**src/rtl/pipe_ctrl_pkg.sv**
```systemverilog
// pipe_ctrl_pkg: shared types and constants for the F/X/W pipeline sequencer.
// Holds the sequencer state encoding, the NOP word and forwarding encodings.
package pipe_ctrl_pkg;

    typedef enum logic [1:0] {
        BOOT,
        RUN,
        MEM_WAIT
    } state_t;

    localparam logic [31:0] NOP = 32'h00000013;

    localparam logic FWD_RF = 1'b0;
    localparam logic FWD_WB = 1'b1;

endpackage

```
**src/rtl/pipe_ctrl_if.sv**
```systemverilog
// pipe_ctrl_if: DMEM request/acknowledge handshake between sequencer and DMEM.
// The sequencer holds the master modport, the memory holds the slave.
interface pipe_ctrl_if;

    logic dmem_req;
    logic dmem_ack;

    modport master (
        output dmem_req,
        input  dmem_ack
    );

    modport slave (
        input  dmem_req,
        output dmem_ack
    );

endinterface

```
**src/rtl/pipe_fwd_unit.sv**
```systemverilog
// pipe_fwd_unit: W->X operand forwarding comparators.
// Pure combinational; x0 is never forwarded.
module pipe_fwd_unit
    import pipe_ctrl_pkg::*;
(
    input  logic [4:0] x_rs1,
    input  logic [4:0] x_rs2,
    input  logic       x_use_rs1,
    input  logic       x_use_rs2,
    input  logic [4:0] w_rd,
    input  logic       w_regwen,
    output logic       fwd_a,
    output logic       fwd_b
);

    logic w_live;

    assign w_live = w_regwen && (w_rd != 5'd0);

    assign fwd_a = (x_use_rs1 && w_live && (w_rd == x_rs1))
                 ? FWD_WB : FWD_RF;
    assign fwd_b = (x_use_rs2 && w_live && (w_rd == x_rs2))
                 ? FWD_WB : FWD_RF;

endmodule

```
**src/rtl/pipe_ctrl.sv**
```systemverilog
// pipe_ctrl: F/X/W pipeline sequencer with DMEM handshake and timeout.
// Define PIPE_PERF_CNT_EN to add the stall_cnt/flush_cnt counters.
module pipe_ctrl
    import pipe_ctrl_pkg::*;
#(
    parameter int MEM_TIMEOUT = 16,
    parameter int CNT_W       = 32
) (
    input  logic             clk,
    input  logic             rst,
    input  logic [4:0]       x_rs1,
    input  logic [4:0]       x_rs2,
    input  logic             x_use_rs1,
    input  logic             x_use_rs2,
    input  logic             x_redirect,
    input  logic [4:0]       w_rd,
    input  logic             w_regwen,
    input  logic             w_mem,
    pipe_ctrl_if.master      dmem,
    output logic             pc_en,
    output logic             pc_sel,
    output logic             x_en,
    output logic             x_kill,
    output logic             w_en,
    output logic             w_kill,
    output logic             w_wen_mask,
    output logic             fwd_a,
    output logic             fwd_b,
    output logic             mem_err
`ifdef PIPE_PERF_CNT_EN
    ,
    output logic [CNT_W-1:0] stall_cnt,
    output logic [CNT_W-1:0] flush_cnt
`endif
);

    if (MEM_TIMEOUT < 1 || MEM_TIMEOUT > 255 || CNT_W < 1)
    begin : g_param_chk
        $error("pipe_ctrl: parameter out of range");
    end

    localparam logic [7:0] TMO_LAST = 8'(MEM_TIMEOUT - 1);

    state_t     state;
    state_t     state_nx;
    logic [7:0] tmo_cnt;
    logic       adv;
    logic       tmo;
    logic       ack;

    assign ack = dmem.dmem_ack;

    pipe_fwd_unit u_fwd (
        .x_rs1     (x_rs1),
        .x_rs2     (x_rs2),
        .x_use_rs1 (x_use_rs1),
        .x_use_rs2 (x_use_rs2),
        .w_rd      (w_rd),
        .w_regwen  (w_regwen),
        .fwd_a     (fwd_a),
        .fwd_b     (fwd_b)
    );

    always_comb begin
        state_nx      = state;
        adv           = 1'b0;
        tmo           = 1'b0;
        pc_en         = 1'b0;
        pc_sel        = 1'b0;
        x_en          = 1'b0;
        x_kill        = 1'b0;
        w_en          = 1'b0;
        w_kill        = 1'b0;
        w_wen_mask    = 1'b0;
        dmem.dmem_req = 1'b0;
        unique case (state)
            BOOT: begin
                x_en       = 1'b1;
                x_kill     = 1'b1;
                w_en       = 1'b1;
                w_kill     = 1'b1;
                w_wen_mask = 1'b1;
                state_nx   = RUN;
            end
            RUN: begin
                dmem.dmem_req = w_mem;
                adv           = !w_mem || ack;
                if (!adv) state_nx = MEM_WAIT;
            end
            MEM_WAIT: begin
                dmem.dmem_req = 1'b1;
                tmo           = !ack && (tmo_cnt == TMO_LAST);
                adv           = ack || tmo;
                // a timed-out load still advances, but must not write back
                w_wen_mask    = !ack;
                if (adv) state_nx = RUN;
            end
            default: state_nx = BOOT;
        endcase
        if (adv) begin
            pc_en  = 1'b1;
            x_en   = 1'b1;
            w_en   = 1'b1;
            pc_sel = x_redirect;
            x_kill = x_redirect;
        end
    end

    always_ff @(posedge clk or negedge rst) begin
        if (!rst) begin
            state   <= BOOT;
            tmo_cnt <= 8'd0;
            mem_err <= 1'b0;
        end else begin
            state <= state_nx;
            if (state == MEM_WAIT && !adv) begin
                tmo_cnt <= tmo_cnt + 8'd1;
            end else begin
                tmo_cnt <= 8'd0;
            end
            if (tmo) mem_err <= 1'b1;
        end
    end

`ifdef PIPE_PERF_CNT_EN
    logic frozen;

    assign frozen = (state != BOOT) && !adv;

    always_ff @(posedge clk or negedge rst) begin
        if (!rst) begin
            stall_cnt <= '0;
            flush_cnt <= '0;
        end else begin
            if (frozen) stall_cnt <= stall_cnt + 1'b1;
            if (adv && x_redirect) flush_cnt <= flush_cnt + 1'b1;
        end
    end
`endif

endmodule

```
**src/flat_wrapper.sv**
```systemverilog
// flat-port wrapper written by rule: the top's interface ports become plain ports
module pipe_ctrl_flat import pipe_ctrl_pkg::*;
#(
    parameter int MEM_TIMEOUT = 16,
    parameter int CNT_W       = 32
)
  (clk, rst, x_rs1, x_rs2, x_use_rs1, x_use_rs2, x_redirect, w_rd, w_regwen, w_mem, pc_en, pc_sel, x_en, x_kill, w_en, w_kill, w_wen_mask, fwd_a, fwd_b, mem_err, dmem_dmem_req, dmem_dmem_ack);
  pipe_ctrl_if dmem_i ();
  input  logic clk;
  input  logic rst;
  input  logic [4:0] x_rs1;
  input  logic [4:0] x_rs2;
  input  logic x_use_rs1;
  input  logic x_use_rs2;
  input  logic x_redirect;
  input  logic [4:0] w_rd;
  input  logic w_regwen;
  input  logic w_mem;
  output logic pc_en;
  output logic pc_sel;
  output logic x_en;
  output logic x_kill;
  output logic w_en;
  output logic w_kill;
  output logic w_wen_mask;
  output logic fwd_a;
  output logic fwd_b;
  output logic mem_err;
  output wire logic [$bits(dmem_i.dmem_req)-1:0] dmem_dmem_req;
  input wire logic [$bits(dmem_i.dmem_ack)-1:0] dmem_dmem_ack;
  assign dmem_dmem_req = dmem_i.dmem_req;
  assign dmem_i.dmem_ack = dmem_dmem_ack;
  pipe_ctrl #(.MEM_TIMEOUT(MEM_TIMEOUT), .CNT_W(CNT_W)) u_core (.clk(clk), .rst(rst), .x_rs1(x_rs1), .x_rs2(x_rs2), .x_use_rs1(x_use_rs1), .x_use_rs2(x_use_rs2), .x_redirect(x_redirect), .w_rd(w_rd), .w_regwen(w_regwen), .w_mem(w_mem), .dmem(dmem_i), .pc_en(pc_en), .pc_sel(pc_sel), .x_en(x_en), .x_kill(x_kill), .w_en(w_en), .w_kill(w_kill), .w_wen_mask(w_wen_mask), .fwd_a(fwd_a), .fwd_b(fwd_b), .mem_err(mem_err));
endmodule
```
**config.mk**
```make
export PLATFORM = sky130hd
export DESIGN_NAME = pipe_ctrl_flat
export DESIGN_NICKNAME = d
export VERILOG_FILES = /design/src/rtl/pipe_ctrl_pkg.sv /design/src/rtl/pipe_ctrl_if.sv /design/src/rtl/pipe_fwd_unit.sv /design/src/rtl/pipe_ctrl.sv /design/src/flat_wrapper.sv
export SDC_FILE = /design/constraint.sdc
export NUM_CORES = 1
export LEC_CHECK = 0
export BUFFER_PORTS_ARGS = -buffer_cell sky130_fd_sc_hd__clkbuf_2
export CORE_ASPECT_RATIO = 1.1
export CORE_UTILIZATION = 49
export DETAILED_ROUTE_END_ITERATION = 8
export PLACE_DENSITY = 0.93
export REMOVE_ABC_BUFFERS = 1
export SLEW_MARGIN = 20
export SYNTH_ARGS = -nofsm -noshare
export SYNTH_HDL_FRONTEND = slang
export SYNTH_HIERARCHICAL = 1
export SYNTH_SLANG_ARGS = --single-unit
```
**constraint.sdc**
```tcl
create_clock -name clk -period 2.7 [get_ports clk]
set_input_delay 0.135 -clock clk [delete_from_list [all_inputs] [get_ports clk]]
set_output_delay 0.135 -clock clk [all_outputs]
set_load 0.01 [all_outputs]
```
==> results.toml <==
[placement]
io_buffers = 33
place.gp.congestion = 0.6960
post-dp-hpwl_mm = 1.299
placed_area_sq_um = 962.2

[clock_tree]
cts_buffer_depth = 2
clock-sinks = 11
path_clk_slew_ns = 0.06
post-cts-setup-buffers = 0
clkLatencyLatePin_ns = 0.26
hold_buffers = 1
cts_buffers = 3
cts-resized-gates = 0
cts_root_buf = "clkbuf_4"
cts_tree = "yes"
h-tree-depth = 1

[layout]
nNetsFinal = 149
drive_gt1_share_pct = 35.83
nFillCells = 119
antenna_cells = 0
post-route-util_pct = 69.51
area_delta_synth_final_pct = 26.47
stdcell_area_sq_um = 998.5

[setup_path]
crit_chain = "ha_1, and3_1, a211oi_2, nor3_2, or2_1, clkbuf_2"
critPathLaunchType = "flip-flop"
path_max_fanout = 6
worstSetupEndpointType = "output pin"
worst_ep_arrival_time_ns = 1.91
cp_slowest_cell = "dfrtp_1"
crit_family = "simple AND/OR/NAND/NOR gates"
crit_required_ns = 2.57
crit_path_max_incr_delay_ns = 0.39
crit_type = "flip-flop to output pin"
worst-path-buf-inv = 1

[logic_synthesis]
yosys_warnings = 6
ys_seq_area_share_pct = 34.87
ys_ff_latch = 11
netlist_instances = 84
syn_avg_cell_area_sq_um = 9.399
yosysUniqueCellTypes = 28
syn_area_sq_um = 789.5

[route]
ant_nets = 0
dr.pass1.iters = 4
via_per_inst = 5.125
drt_iter0_markers = 5
routed_wl_mm = 1.502
routedWlPerCell_microns = 11.04
vias = 697
drc = 0

[timing]
hold_viol = 0
maxSlewHeadroom_pct = 78.14
period_share_pct = 75.79
fin_setup_tns_ns = 0
worst_slew_pin_slew_ns = 0.3279
period_minus_slack_ns = 2.046
rsz0062_at_grt = "false"
setup_viol = 0
fmax_mhz = 488.7
finalClockSkew_ns = 0.002500
slew_viol_final = 0

[min_path]
hp-class = "input pin to flip-flop"

[global_route]
first_global_vias = 721
grt_pass1_wl_mm = 2.608
overflow = 0
grtUsageTotal_pct = 21.04
grt_max_degree = 12
antenna_found_initial = 0

[floorplan]
die_w_microns = 40.27
num_io_pins = 34
die_area_sq_um = 1776
start_util_pct = 54.97
fp-row-count = 14
die_height_microns = 44.10
core_area_sq_um = 1436

[power]
total_power_mw = 0.7009
powerDensity_nw_per_um2 = 702.0
p_leak_nw = 0.4960
ir_worst_vdd_mv = 0.3477

[flow_run]
maxCapViolations = 0

[outcome]
status = "completed"
-- layout by cell type (no fill, tap or decap), drive strengths merged, types with 3 or more instances in the layout --
cell and instances:
ha 5, dfrtp 11, xnor2 14, clkbuf 37, inv 5, and3 4
nand2 5, a21oi 5, nor2 9, nor3 3, nand3 3
-- metrics by stage --
| step | setup slack, ns | std cells | hold slack (ns) |
|---|---|---|---|
| 6_report | 0.6536 | 136 | 0.2567 |
| 5_1_grt | 0.5559 | 136 | 0.2527 |
| 4_1_cts | 0.6481 | 136 | 0.2455 |
| 3_5_place_dp | 0.9446 | 131 | 0.01743 |
| 3_3_place_gp | 1.019 | 131 | 0.01362 |
| 2_1_floorplan | 1.078 | 82 | -0.1606 |
-- area by class of cell --
type                       count  area, sq um  share of cell area [%]
multi-input combinational     66        483.0                   48.37
sequential                    11        275.3                   27.57
timing repair buffer          34        175.2                   17.54
clock buffer                   4        26.28                   2.632
tap                           16        20.02                   2.005
inverter                       5        18.77                   1.880
-- cells by family (layout without fill, tap and decap cells) --
group	Yosys count	after routing	synth area share [%]
AOI/OAI and AO/OA	12	12	11.25
xor gates and xnor gates	16	16	17.75
adders and majority gates	5	5	7.924
buffers and inverters	7	43	3.962
DFF	11	11	34.86
muxes	1	1	1.426
and+or+nand+nor	32	32	22.82
-- report_power, final --
group	switching, mW	internal (mW)	total, mW
Clock	0.0465	0.0569	0.103
Sequential	0.0177	0.188	0.206
Combinational	0.226	0.165	0.391
-- path summary, 6_finish.rpt --
check                                  startpoint           endpoint  slack [ns]  cells after the start
worst max-delay path            u_core/tmo_cnt[0]               x_en        0.65                      6
worst min-delay path                dmem_dmem_ack     u_core/mem_err        0.26                      3
worst max register to register    u_core/state[1]  u_core/tmo_cnt[4]        1.11                      6
worst min register to register  u_core/tmo_cnt[0]  u_core/tmo_cnt[0]        0.47                      1
max in group asynchronous                     rst  u_core/tmo_cnt[0]        2.22                      2
min in group asynchronous                     rst     u_core/mem_err        0.27                      2
-- sequential cells by signal (all words and copies together) (netlist names) --
signal / flops
u_core/mem_err: 1
u_core/tmo_cnt: 8
u_core/state: 2
-- worst reg2reg max path: cells and delay by family, from the launching register on --
family	cells	cell delay [ns]
fa+ha+maj	1	0.25
flops	1	0.39
simple gates	2	0.33
buf+inv	1	0.10
compound gates	2	0.38
-- Yosys cell counts --
| library cell | count | share of area (%) |
|---|---|---|
| nor3_2 | 1 | 1.3 |
| dfrtp_1 | 11 | 35 |
| a2bb2oi_1 | 1 | 1.1 |
| ha_1 | 5 | 7.9 |
| a21oi_1 | 4 | 2.5 |
| or4_1 | 1 | 0.95 |
| nor2_1 | 9 | 4.3 |
| nor4_4 | 1 | 2.7 |
| a21oi_2 | 1 | 1.1 |
| nand2b_1 | 2 | 1.6 |
| nor3_1 | 2 | 1.3 |
| o22ai_1 | 1 | 0.79 |
| nand3_1 | 3 | 1.9 |
| o21ai_2 | 2 | 2.2 |
| xor2_1 | 2 | 2.2 |
| o21bai_1 | 2 | 1.9 |
| inv_1 | 5 | 2.4 |
| buf_2 | 1 | 0.63 |
| or2_1 | 1 | 0.79 |
| nor2b_1 | 1 | 0.79 |
| mux2_1 | 1 | 1.4 |
| xnor2_1 | 14 | 16 |
| a211oi_2 | 1 | 1.6 |
| buf_4 | 1 | 0.95 |
| nand2_1 | 5 | 2.4 |
| and3_2 | 1 | 0.95 |
| nand4_1 | 2 | 1.6 |
| and3_1 | 3 | 2.4 |
-- metal layers --
layer / vias to the layer above / track usage (%) / share of wire, %
met2: 33 / 41.61 / 54
met5: - / 0 / 0
met1: 308 / 19.29 / 40
met3: 0 / 6.030 / 5.9
li1: 356 / - / -
met4: 0 / 6.000 / 0
Note: power is estimated with default switching activity, not from simulation.
